$ cat src/rtl/metaballs_pkg.sv
// Shared types, VGA constants and the falloff table for the metaball renderer.
// The falloff LUT is a constant function; callers evaluate it at elaboration time only.
package metaballs_pkg;

  localparam int SCREEN_W  = 800;
  localparam int SCREEN_H  = 600;
  localparam int H_FRONT   = 56;
  localparam int H_SYNC    = 120;
  localparam int H_BACK    = 64;
  localparam int H_TOTAL   = 1040;
  localparam int V_FRONT   = 37;
  localparam int V_SYNC    = 6;
  localparam int V_BACK    = 23;
  localparam int V_TOTAL   = 666;

  typedef logic [9:0] coord_t;

  typedef struct packed {
    coord_t pos;
    logic   dir;   // 1 = increasing coordinate
  } axis_t;

  // Quadrant falloff, idx = {qy,qx}; 15 is the ball centre on each axis.
  // 2 + 169*(91/(91+d2))^3 gives 0xab at the centre, 0x06 on an axis edge, 0x02 at the corner.
  function automatic logic [7:0] falloff_lut(input logic [7:0] idx);
    longint dx, dy, d2, den;
    dx  = 15 - longint'(idx[3:0]);
    dy  = 15 - longint'(idx[7:4]);
    d2  = dx * dx + dy * dy;
    den = (91 + d2) * (91 + d2) * (91 + d2);
    return 8'(2 + (longint'(127353499) / den));
  endfunction

  function automatic coord_t abs_diff11(input coord_t a, input coord_t b);
    logic signed [10:0] d;
    d = $signed({1'b0, a}) - $signed({1'b0, b});
    return d[10] ? coord_t'(-d) : coord_t'(d);
  endfunction

  // One frame of motion on one axis, clamping to [lo, hi] and reversing there.
  function automatic axis_t bounce(input axis_t a, input int speed, input int lo, input int hi);
    logic [10:0] n;
    bounce = a;
    n = a.dir ? {1'b0, a.pos} + 11'(speed) : {1'b0, a.pos} - 11'(speed);
    if (a.dir && n >= 11'(hi)) begin
      bounce.pos = coord_t'(hi);
      bounce.dir = 1'b0;
    end else if (!a.dir && n <= 11'(lo)) begin
      bounce.pos = coord_t'(lo);
      bounce.dir = 1'b1;
    end else begin
      bounce.pos = n[9:0];
    end
  endfunction

endpackage

$ cat src/rtl/metaball_field_ball_unit.sv
// One bouncing ball: frame-rate motion plus pipeline stages S1 (distance) and S2 (LUT lookup).
module metaball_ball_unit
  import metaballs_pkg::*;
#(
  parameter coord_t START_X   = 10'd400,
  parameter coord_t START_Y   = 10'd300,
  parameter int     SPEED     = 5,
  parameter int     HALF_SPAN = 32,
  parameter int     SCR_W     = 800,
  parameter int     SCR_H     = 600
) (
  input  logic       clk,
  input  logic       rst,
  input  logic       frame_tick,
  input  logic       hold,
  input  coord_t     x,
  input  coord_t     y,
  output logic [7:0] c
);

  localparam int     SH = $clog2(HALF_SPAN) - 4;
  localparam coord_t HS = coord_t'(HALF_SPAN);

  logic [7:0] lut [256];
  for (genvar i = 0; i < 256; i++) begin : g_lut
    localparam logic [7:0] LV = falloff_lut(8'(i));
    assign lut[i] = LV;
  end

  axis_t      bx_q, bx_d, by_q, by_d;
  logic       in_q, in_d;
  logic [3:0] nx_q, nx_d, ny_q, ny_d;
  logic [7:0] c_q, c_d;
  coord_t     ax, ay;

  always_comb begin
    bx_d = bx_q;
    by_d = by_q;
    if (frame_tick && !hold) begin
      bx_d = bounce(bx_q, SPEED, HALF_SPAN, SCR_W - HALF_SPAN);
      by_d = bounce(by_q, SPEED, HALF_SPAN, SCR_H - HALF_SPAN);
    end
    // S1: only the nibble the LUT needs survives the register.
    ax   = abs_diff11(x, bx_q.pos);
    ay   = abs_diff11(y, by_q.pos);
    in_d = (ax < HS) && (ay < HS);
    nx_d = ax[SH +: 4];
    ny_d = ay[SH +: 4];
    // S2
    c_d  = in_q ? lut[{4'd15 - ny_q, 4'd15 - nx_q}] : 8'd0;
  end

  always_ff @(posedge clk or posedge rst) begin
    if (rst) begin
      bx_q <= '{pos: START_X, dir: 1'b1};
      by_q <= '{pos: START_Y, dir: 1'b1};
      in_q <= 1'b0;
      nx_q <= '0;
      ny_q <= '0;
      c_q  <= '0;
    end else begin
      bx_q <= bx_d;
      by_q <= by_d;
      in_q <= in_d;
      nx_q <= nx_d;
      ny_q <= ny_d;
      c_q  <= c_d;
    end
  end

  assign c = c_q;

endmodule

$ cat src/rtl/metaball_field.sv
// Multi-ball metaball renderer: per-ball units, frame tick from v_sync, saturating sum and threshold.
module metaball_field
  import metaballs_pkg::*;
#(
  parameter int                     NUM_BALLS     = 4,
  parameter int                     SCREEN_WIDTH  = 800,
  parameter int                     SCREEN_HEIGHT = 600,
  parameter int                     HALF_SPAN     = 32,
  parameter int                     BALL_SPEED    = 5,
  parameter logic [NUM_BALLS*10-1:0] START_X      = {10'd100, 10'd300, 10'd500, 10'd700},
  parameter logic [NUM_BALLS*10-1:0] START_Y      = {10'd100, 10'd250, 10'd400, 10'd500},
  parameter int                     SUM_WIDTH     = 9,
  parameter int                     THRESHOLD     = 10
) (
  input  logic                 clk_50mhz,
  input  logic                 reset,
  input  logic [9:0]           x,
  input  logic [9:0]           y,
  input  logic                 display,
  input  logic                 v_sync,
  input  logic                 hold,
  output logic                 rgb,
  output logic                 display_out,
  output logic [SUM_WIDTH-1:0] field_sum
);

  typedef logic [SUM_WIDTH+2:0] acc_t;
  localparam acc_t                 SAT_MAX = acc_t'((1 << SUM_WIDTH) - 1);
  localparam logic [SUM_WIDTH-1:0] THR     = THRESHOLD[SUM_WIDTH-1:0];

  logic                          v_sync_prev_q, frame_tick;
  logic [NUM_BALLS-1:0][7:0]     contrib;
  logic [1:0]                    disp_pipe_q, disp_pipe_d;
  logic                          rgb_q, rgb_d, disp_out_q, disp_out_d;
  logic [SUM_WIDTH-1:0]          sum_q, sum_d;
  acc_t                          sum_raw;

  assign frame_tick = v_sync_prev_q & ~v_sync;

  for (genvar i = 0; i < NUM_BALLS; i++) begin : g_ball
    metaball_ball_unit #(
      .START_X  (START_X[i*10 +: 10]),
      .START_Y  (START_Y[i*10 +: 10]),
      .SPEED    (BALL_SPEED),
      .HALF_SPAN(HALF_SPAN),
      .SCR_W    (SCREEN_WIDTH),
      .SCR_H    (SCREEN_HEIGHT)
    ) u_ball (
      .clk       (clk_50mhz),
      .rst       (reset),
      .frame_tick(frame_tick),
      .hold      (hold),
      .x         (x),
      .y         (y),
      .c         (contrib[i])
    );
  end

  always_comb begin
    sum_raw = '0;
    for (int i = 0; i < NUM_BALLS; i++) sum_raw = sum_raw + acc_t'(contrib[i]);
    sum_d       = (sum_raw > SAT_MAX) ? SAT_MAX[SUM_WIDTH-1:0] : sum_raw[SUM_WIDTH-1:0];
    disp_pipe_d = {disp_pipe_q[0], display};
    disp_out_d  = disp_pipe_q[1];
    rgb_d       = disp_pipe_q[1] && (sum_d > THR);
  end

  always_ff @(posedge clk_50mhz or posedge reset) begin
    if (reset) begin
      v_sync_prev_q <= 1'b1;
      disp_pipe_q   <= '0;
      disp_out_q    <= 1'b0;
      rgb_q         <= 1'b0;
      sum_q         <= '0;
    end else begin
      v_sync_prev_q <= v_sync;
      disp_pipe_q   <= disp_pipe_d;
      disp_out_q    <= disp_out_d;
      rgb_q         <= rgb_d;
      sum_q         <= sum_d;
    end
  end

  assign rgb         = rgb_q;
  assign display_out = disp_out_q;
  assign field_sum   = sum_q;

endmodule

$ cat config.mk
export PLATFORM = sky130hd
export DESIGN_NAME = metaball_field
export DESIGN_NICKNAME = d
export VERILOG_FILES = /design/src/rtl/metaballs_pkg.sv /design/src/rtl/metaball_field_ball_unit.sv /design/src/rtl/metaball_field.sv
export SDC_FILE = /design/constraint.sdc
export NUM_CORES = 1
export LEC_CHECK = 0
export CAP_MARGIN = 20
export CORE_ASPECT_RATIO = 1.5
export CORE_MARGIN = 4
export CORE_UTILIZATION = 60
export DETAILED_ROUTE_END_ITERATION = 16
export PLACE_DENSITY = 0.77
export SYNTH_ARGS = -nofsm -noshare
export SYNTH_HDL_FRONTEND = slang
export SYNTH_SLANG_ARGS = --single-unit
$ cat constraint.sdc
create_clock -name clk_50mhz -period 8.6 [get_ports clk_50mhz]
set_input_delay 1.72 -clock clk_50mhz [delete_from_list [all_inputs] [get_ports clk_50mhz]]
set_output_delay 1.72 -clock clk_50mhz [all_outputs]
set_load 0.05 [all_outputs]
# [Yosys cells after proc, flatten, opt, wreduce, memory -nomap -nowiden]
# Memories as Yosys holds them, arrays and structs flattened.
# Cells that the tools add are included.
[classes] add_sub_neg=43 magnitude_cmp=30 mux=53 n_bitwise=6 reduce_logical=47
[op_table] op="two-way mux 11 bit" n=16
[op_table] op="two-way mux 10 bit" n=16
[op_table] op="two-way mux 8 bit" n=12
[op_table] op="adder 10 x 3 -> 11 bit (second input constant)" n=8
[op_table] op=">= comparator 11 x 10 -> 1 bit (second input constant)" n=8
[op_table] op="less-or-equal comparator 11 x 6 -> 1 bit (second input constant)" n=8
[op_table] op="subtractor 10 x 10 -> 11 bit" n=8
[op_table] op="subtractor 10 x 3 -> 11 bit (second input constant)" n=8
[op_table] op="< comparator 10 x 6 -> 1 bit (second input constant)" n=8
[op_table] op="negation 10 bit" n=8
[op_table] op=">= comparator 9 bit (second input constant)" n=4
[op_table] op="inverter 8 -> 9 bit" n=4
[op_table] op="subtractor 4 bit (first input constant)" n=8
[op_table] op="logical AND 1 bit" n=22
[op_table] op="AND reduction 2 bit" n=8
[op_table] op="nonzero test 2 bit" n=8
[op_table] op="adder 10 x 8 -> 11 bit" n=1
[op_table] op="> comparator 11 x 9 -> 1 bit (second input constant)" n=1
[op_table] op="adder 9 x 8 -> 10 bit" n=1
[op_table] op="adder 8 x 8 -> 9 bit" n=1
[op_table] op="> comparator 9 x 4 -> 1 bit (second input constant)" n=1
[op_table] op="logical NOT 1 bit" n=9
[op_table] op="two-way mux 9 bit" n=1
[op_table] op="two-way mux 1 bit" n=8
[op_table] op="other kinds (2)" n=2
[totals] regBits=170 rom_bits=8192 input_bits=25 wordCells=220 n_memories=4
[mem_list] memory="(no name shown)" depth=256 word_bits=8 rd=1 rd_ports_with_merged_regs=0 wr=0 line="metaball_field_ball_unit.sv:50" rtl="c_d = in_q ? lut[{4'd15 - ny_q, 4'd15 - nx_q}] : 8'd0;"
[mem_list] memory="(no name shown)" depth=256 word_bits=8 rd=1 rd_ports_with_merged_regs=0 wr=0 line="metaball_field_ball_unit.sv:50"
[mem_list] memory="(no name shown)" depth=256 word_bits=8 rd=1 rd_ports_with_merged_regs=0 wr=0 line="metaball_field_ball_unit.sv:50"
[mem_list] memory="(no name shown)" depth=256 word_bits=8 rd=1 rd_ports_with_merged_regs=0 wr=0 line="metaball_field_ball_unit.sv:50"

# [Longest topological paths before layout]
# Gate-level depths: netlist of the first run.
[depth] depth_word=7 ltp_mapped=15 ltp_nobuf=15

# [Cells and area by module]
# From an unflattened synthesis of the first run, not the netlist that was laid out.
[hier_totals] hier_cells=3339 hier_area_um2=24956.4
[modules_own_cells] mod="metaball_ball_unit (g_ball[0].u_ball)" instances=1 cells_per_inst=810 area_per_inst_um2=5947.0
[modules_own_cells] mod="metaball_ball_unit (g_ball[2].u_ball)" instances=1 cells_per_inst=810 area_per_inst_um2=5944.5
[modules_own_cells] mod="metaball_ball_unit (g_ball[1].u_ball)" instances=1 cells_per_inst=810 area_per_inst_um2=5943.2
[modules_own_cells] mod="metaball_ball_unit (g_ball[3].u_ball)" instances=1 cells_per_inst=770 area_per_inst_um2=5790.6
[modules_own_cells] mod="metaball_field" instances=1 cells_per_inst=139 area_per_inst_um2=1331.3

# [Worst setup path before layout of the first run]
# Ideal clock, no wire load.
[synth_path] kind="input-to-reg" start="input port x[0]" end="register g_ball[3].u_ball.in_q" setup_time_ps=122 t_arrival_ps=4303 setup_slack_ps=4176 path_stages=13 path_cell_list="inv_1 > ha_1 > inv_1 > fa_1 > a21o_1 > a221oi_2 > o21bai_1 > a21oi_1 > xnor2_1 > or3_1 > nor4_1 > o211ai_1 > a2111oi_1"
[synth_via] elab_chain_len=5
[synth_lines] item="from (decl)" line="metaball_field.sv:17" rtl="input logic [9:0] x,"
[synth_lines] item="subtractor 10 x 10 -> 11 bit (*)" line="metaballs_pkg.sv:36" rtl="d = $signed({1'b0, a}) - $signed({1'b0, b});"
[synth_lines] item="negation 10 bit" line="metaballs_pkg.sv:37" rtl="return d[10] ? coord_t'(-d) : coord_t'(d);"
[synth_lines] item="two-way mux 10 bit (*)" line="metaballs_pkg.sv:37"
[synth_lines] item="< comparator 10 x 6 -> 1 bit (*)" line="metaball_field_ball_unit.sv:46" rtl="in_d = (ax < HS) && (ay < HS);"
[synth_lines] item="logical AND 1 bit (*)" line="metaball_field_ball_unit.sv:46"
[synth_lines] item="named net g_ball[3].u_ball.in_d" line="metaball_field_ball_unit.sv:31" rtl="logic in_q, in_d;"
[synth_lines] item="to (signal assigned)" line="metaball_field_ball_unit.sv:64" rtl="in_q <= in_d;"
[synth_lines] item="to (decl)" line="metaball_field_ball_unit.sv:31"
# The timed path passes the listed nets; every way through them passes the cells marked *.
# A chain may end at the register's enable or synchronous reset.

# [Worst setup path after layout of the first run]
[layout_path] start="input port x[1]" end="register g_ball[1].u_ball.in_q"
[layout_via] elab_chain_len=5
[layout_lines] item="subtractor 10 x 10 -> 11 bit (*)" line="metaballs_pkg.sv:36"
[layout_lines] item="negation 10 bit" line="metaballs_pkg.sv:37"
[layout_lines] item="two-way mux 10 bit (*)" line="metaballs_pkg.sv:37"
[layout_lines] item="< comparator 10 x 6 -> 1 bit (*)" line="metaball_field_ball_unit.sv:46"
[layout_lines] item="logical AND 1 bit (*)" line="metaball_field_ball_unit.sv:46"
[layout_lines] item="named net g_ball[1].u_ball.in_d" line="metaball_field_ball_unit.sv:31"
[layout_lines] item="to (signal assigned)" line="metaball_field_ball_unit.sv:64"
[layout_lines] item="to (decl)" line="metaball_field_ball_unit.sv:31"
# Marks and branches as above.

==> results of run 1 <==
[registers in the layout (all words and copies together) (netlist names), 2 cells and up]
register,flops
disp_pipe_q,2
g_ball.u_ball.nx_q,16
g_ball.u_ball.ny_q,16
g_ball.u_ball.in_q,4
g_ball.u_ball.by_q,44
field_sum,9
g_ball.u_ball.c,32
g_ball.u_ball.bx_q,44
[worst min-delay path by stage]
stage / startpoint / cells after the start / end
after floorplan: disp_pipe_q[0]$_DFF_PP0_ / 0 / disp_pipe_q[1]$_DFF_PP0_
after global placement: disp_pipe_q[0]$_DFF_PP0_ / 0 / disp_pipe_q[1]$_DFF_PP0_
after detailed placement: disp_pipe_q[0]$_DFF_PP0_ / 0 / disp_pipe_q[1]$_DFF_PP0_
after CTS: disp_pipe_q[0]$_DFF_PP0_ / 0 / disp_pipe_q[1]$_DFF_PP0_
after global routing: disp_pipe_q[0]$_DFF_PP0_ / 0 / disp_pipe_q[1]$_DFF_PP0_
final: disp_pipe_q[0]$_DFF_PP0_ / 0 / disp_pipe_q[1]$_DFF_PP0_
[per-layer routing]
| metal | up-vias | track usage |
|---|---|---|
| li1 | 11117 | - |
| met1 | 11215 | 0.366 |
| met2 | 1221 | 0.566 |
| met3 | 347 | 0.0383 |
| met4 | 0 | 0.187 |
| met5 | - | 0 |
[final cells by class]
type                    instances  area share
repair buffers                 59      0.0220
flip-flops and latches        170       0.179
inverters                     227      0.0355
clock inverters                11     0.00451
multi-input cells            2518       0.714
clock buffers                  21      0.0199
well taps                     489      0.0253
[synth_stat cells (all sizes together) (22+ instances only)]
library cell	n
nand2	287
nor2	277
a21oi	262
o21ai	259
inv	223
ha	221
clkbuf	154
dfrtp	124
xnor2	101
nor3	83
nand3	82
o211ai	66
a211oi	62
a31oi	56
xor2	56
nor2b	48
dfstp	46
o22ai	45
nand2b	43
buf	42
a21o	41
o21a	35
fa	32
mux2i	27
or3	26
mux4	22
[placed cells by master, fill, tap and decap left out, types with 56 or more instances in the layout]
cell type,n
nand2_1,286
nor2_1,277
a21oi_1,261
o21ai_0,254
inv_1,221
ha_1,221
dfrtp_1,115
xnor2_1,101
nor3_1,82
nand3_1,82
o211ai_1,66
a211oi_1,62
xor2_1,56
[stage by stage]
step | worst slack [ns] | instance area, um^2 | util | hold WS (ns)
after floorplan | 2.35 | 23100 | - | 0.331
after global routing | 3.07 | 24200 | 0.638 | 0.375
after CTS | 3.33 | 24200 | 0.638 | 0.360
after global placement | 3.01 | 23600 | 0.622 | 0.341
after detailed placement | 2.88 | 23600 | 0.622 | 0.336
final | 3.34 | 24200 | 0.638 | 0.357
[cells by family (layout without fill, tap and decap cells)]
logic type | count (synthesis) | after routing | share of synthesized area
adder cells (fa/ha/maj) | 255 | 255 | 0.148
XOR/XNOR | 157 | 157 | 0.0594
flip-flops | 170 | 170 | 0.186
AND/OR/NAND/NOR | 963 | 963 | 0.195
multiplexers | 57 | 57 | 0.0370
buffers and inverters | 423 | 318 | 0.0688
AO/OA/AOI/OAI | 1086 | 1086 | 0.306
[worst max-delay path, cell delays in order]
cell and delay, ns:
clkdlybuf4s50_1 0.74, fa_1 0.67, a21o_1 0.20, a21oi_1 0.18
xnor2_1 0.14, nor3_2 0.28, or3b_1 0.42, o31ai_1 0.30
xnor2_1 0.10, a211oi_1 0.57, and4_1 0.30
==> results.cfg, run 1 <==
[clock_network]
cts_hold_buffers = 0
cts_tree = built
numClockSinks = 170
post-cts-setup-buffer-count = 0
root_buffer = clkbuf_16
clk_pin_slew_ns = 0.07
numCtsBuffers = 17
clock_latency_ns = 0.45
cts-resized-gates = 0
clockBufferDepth = 2
htreeDepth = 4

[detailed_routing]
met1_length_mm = 26.0
drtAntennaViolNets = 0
drtIter0Drc = 2988
drt_first_pass_iters = 9
wl_met2_mm = 34.9
route.detailed.drc = 0
routed-wl-met3_mm = 4.55
wl_mm = 70.0
wl_per_cell_um = 20.0
via_count = 23900
vias_per_cell = 6.84
routed.top_layer = met4

[layout]
drive_gt1_frac = 0.0615
final_cell_count_no_fill = 3495
syn_to_final_growth_pct = 4.37
multi_input_comb_area_um2 = 17200
regArea_um2 = 4320
nets = 3271
insertedDiodeCount = 0
nFillCells = 3378

[setup_path]
path_max_fanout = 8
reg2reg_to = rgb$_DFF_PP0_
setup.worst_path.end = g_ball[1].u_ball.in_q$_DFF_PP0_
r2r_cells = 15
cp-end-kind = flop
r2r-start = g_ball[0].u_ball.c[1]$_DFF_PP0_
path_class = input port to flop
critPathLaunch = x[1]
r2r_setup_slack_ns = 4.22
cp-start-kind = input port
worstPathRequired_ns = 8.98
cp.arrival_ns = 5.64

[placement]
placedCellCount = 3463
port_buffers = 35
routabilityCongestion = 0.997
post-dp-hpwl_mm = 51.2

[synth]
ys_seq_area_frac = 0.186
syn-instance-count = 3111
synth_top_area_cell = dfrtp_1
yosysTopAreaCellShare = 0.134
synthArstFlopShare = 1.00
synth.area.top_cells = dfrtp_1 13%, ha_1 12%, a21oi_1 5.6%
synth_area_um2 = 23100
synth_cell_type_count = 91
syn_nets = 3389
yosysWarningCount = 0
syn_area_per_cell_um2 = 7.44
synth_edf_count = 0
ys.flop_type = dfrtp_1
synth_seq_cells = 170

[die]
die_h_um = 249
die_w_um = 168
die_area_um2 = 41900
start_util = 0.611
ios = 36
coreArea_um2 = 37900
rows = 87

[sta]
layout_min_cycle_time_ns = 5.26
max_slew_margin = 0.366
slew_violations = 0
hold_viol = 0
fin_setup_tns_ns = 0
setup_violations = 0
rsz0062_at_grt = no
worstMarginPinSlew_ns = 0.951
finalCritPeriodShare = 0.612
finClkSkew_ns = 0.0107
fmax_ghz = 0.190

[status]
status = completed

[global_routing]
track_usage = 0.319
antenna_found_initial = 1
grt_max_degree = 101
overflow = 0
grt_pass1_wl_mm = 113
first_global_vias = 23131

[run]
max_cap_violations = 0

[hold_path]
hold_path_class = flop to flop
Power of run 1 is not shown: default switching activity piles up to over one toggle a cycle in this logic, so the estimate is an artifact.
==> run 2: changes to the inputs <==
==> constraint.sdc (replaced) <==
create_clock -name clk_50mhz -period 5.4 [get_ports clk_50mhz]
set_input_delay 1.08 -clock clk_50mhz [delete_from_list [all_inputs] [get_ports clk_50mhz]]
set_output_delay 1.08 -clock clk_50mhz [all_outputs]
set_load 0.05 [all_outputs]
==> run 2 against run 1 <==
  * Wire length grew 0.31%
  * Critical path depth is 3 higher
  * Highest routed layer unchanged
  * Cell count grew 0.17%
  * Critical path type unchanged
  * Worst setup slack got worse by 2.4 ns
  * Via count shrank 0.44%
  * Die area unchanged
  * First-iteration DRC count increased by 3.0%
==> results.cfg, run 2 (synthesis results as in run 1) <==
[placement]
post-dp-hpwl_mm = 51.4
port_buffers = 35
routabilityCongestion = 1.03

[layout]
syn_to_final_growth_pct = 4.65
final_common_cell = nand2_1
nFillCells = 3354
drive_gt1_frac = 0.0627
mostFrequentLayoutCells = 286 x nand2_1, 277 x nor2_1, 261 x a21oi_1, 254 x o21ai_0
nets = 3277
insertedDiodeCount = 0

[clock_network]
cts_tree = built
post-cts-setup-buffer-count = 0
numClockSinks = 170
root_buffer = clkbuf_16
clock_latency_ns = 0.46
cts_hold_buffers = 0
htreeDepth = 4
clockBufferDepth = 2
numCtsBuffers = 17
cts-resized-gates = 0
clk_pin_slew_ns = 0.07

[die]
start_util = 0.611
ios = 36
coreArea_um2 = 37900
die_area_um2 = 41900
die_w_um = 168
rows = 87
die_h_um = 249

[sta]
hold_viol = 0
finClkSkew_ns = 0.0157
setup_violations = 0
fmax_ghz = 0.225
rsz0062_at_grt = no
worstMarginPinSlew_ns = 0.903
fin_setup_tns_ns = 0
max_slew_margin = 0.398
layout_min_cycle_time_ns = 4.45
slew_violations = 0
finalCritPeriodShare = 0.824

[global_routing]
first_global_vias = 22857
grt_pass1_wl_mm = 112
overflow = 0
grt_max_degree = 120
track_usage = 0.319
antenna_found_initial = 0

[setup_path]
path_class = input port to flop
worstPathRequired_ns = 5.79
setup.worst_path.end = g_ball[1].u_ball.in_q$_DFF_PP0_
r2r-start = g_ball[0].u_ball.c[1]$_DFF_PP0_
reg2reg_to = rgb$_DFF_PP0_
path_max_fanout = 5
r2r_cells = 15
cp-start-kind = input port
critPathLaunch = x[0]
cp-end-kind = flop
r2r_setup_slack_ns = 1.06
cp.arrival_ns = 4.83

[detailed_routing]
drt_first_pass_iters = 7
wl_mm = 70.2
routed.top_layer = met4
route.detailed.drc = 0
vias_per_cell = 6.80
wl_per_cell_um = 20.1
wl_met2_mm = 35.1
drtAntennaViolNets = 0
via_count = 23796
routed-wl-met3_mm = 4.38
met1_length_mm = 26.1
drtIter0Drc = 3079

[status]
status = completed

[hold_path]
hold_path_class = flop to flop

[run]
max_cap_violations = 0
==> run 2: critical path: stages <==
cell and delay [ns]:
clkdlybuf4s50_1 0.39, inv_1 0.15, ha_1 0.21, inv_1 0.06, fa_1 0.45, a21o_1 0.21
a21oi_1 0.18, xnor2_1 0.14, nor3_2 0.30, or3b_1 0.43, o31ai_1 0.31, xnor2_1 0.10
a211oi_1 0.54, and4_1 0.28
==> run 2: worst min path at each step <==
stage | from | to | slack [ns] | cells past startpoint
4_1_cts | disp_pipe_q[0]$_DFF_PP0_ | disp_pipe_q[1]$_DFF_PP0_ | 0.37 | 0
5_1_grt | disp_pipe_q[0]$_DFF_PP0_ | disp_pipe_q[1]$_DFF_PP0_ | 0.38 | 0
2_1_floorplan | disp_pipe_q[0]$_DFF_PP0_ | disp_pipe_q[1]$_DFF_PP0_ | 0.33 | 0
3_3_place_gp | disp_pipe_q[0]$_DFF_PP0_ | disp_pipe_q[1]$_DFF_PP0_ | 0.34 | 0
6_report | disp_pipe_q[0]$_DFF_PP0_ | disp_pipe_q[1]$_DFF_PP0_ | 0.36 | 0
3_5_place_dp | disp_pipe_q[0]$_DFF_PP0_ | disp_pipe_q[1]$_DFF_PP0_ | 0.35 | 0
==> run 2: area by class of cell <==
type	count	area (um^2)	area share
clock buffer	21	460	0.0190
clock inverter	11	139	0.00573
inverter	227	856	0.0353
multi-input combinational	2518	17200	0.712
sequential	170	4320	0.178
tap	489	612	0.0253
timing repair buffer	65	588	0.0243
==> run 2: per-layer routing <==
metal | global-route usage | vias to the layer above
met3 | 0.0400 | 356
li1 | - | 11153
met4 | 0.197 | 0
met2 | 0.554 | 1162
met1 | 0.370 | 11125
met5 | 0 | -
==> run 2: stage by stage <==
stage	area, um^2	setup WS [ns]	util	hold slack [ns]	std cells
floorplan	23200	1.51	-	0.331	3111
global placement	23600	0.486	0.624	0.339	3469
detailed placement	23600	0.485	0.624	0.352	3469
CTS	24200	0.930	0.640	0.366	3501
global route	24200	0.660	0.640	0.378	3501
finish	24200	0.953	0.640	0.358	3501
Power of run 2 is left out for the same reason.
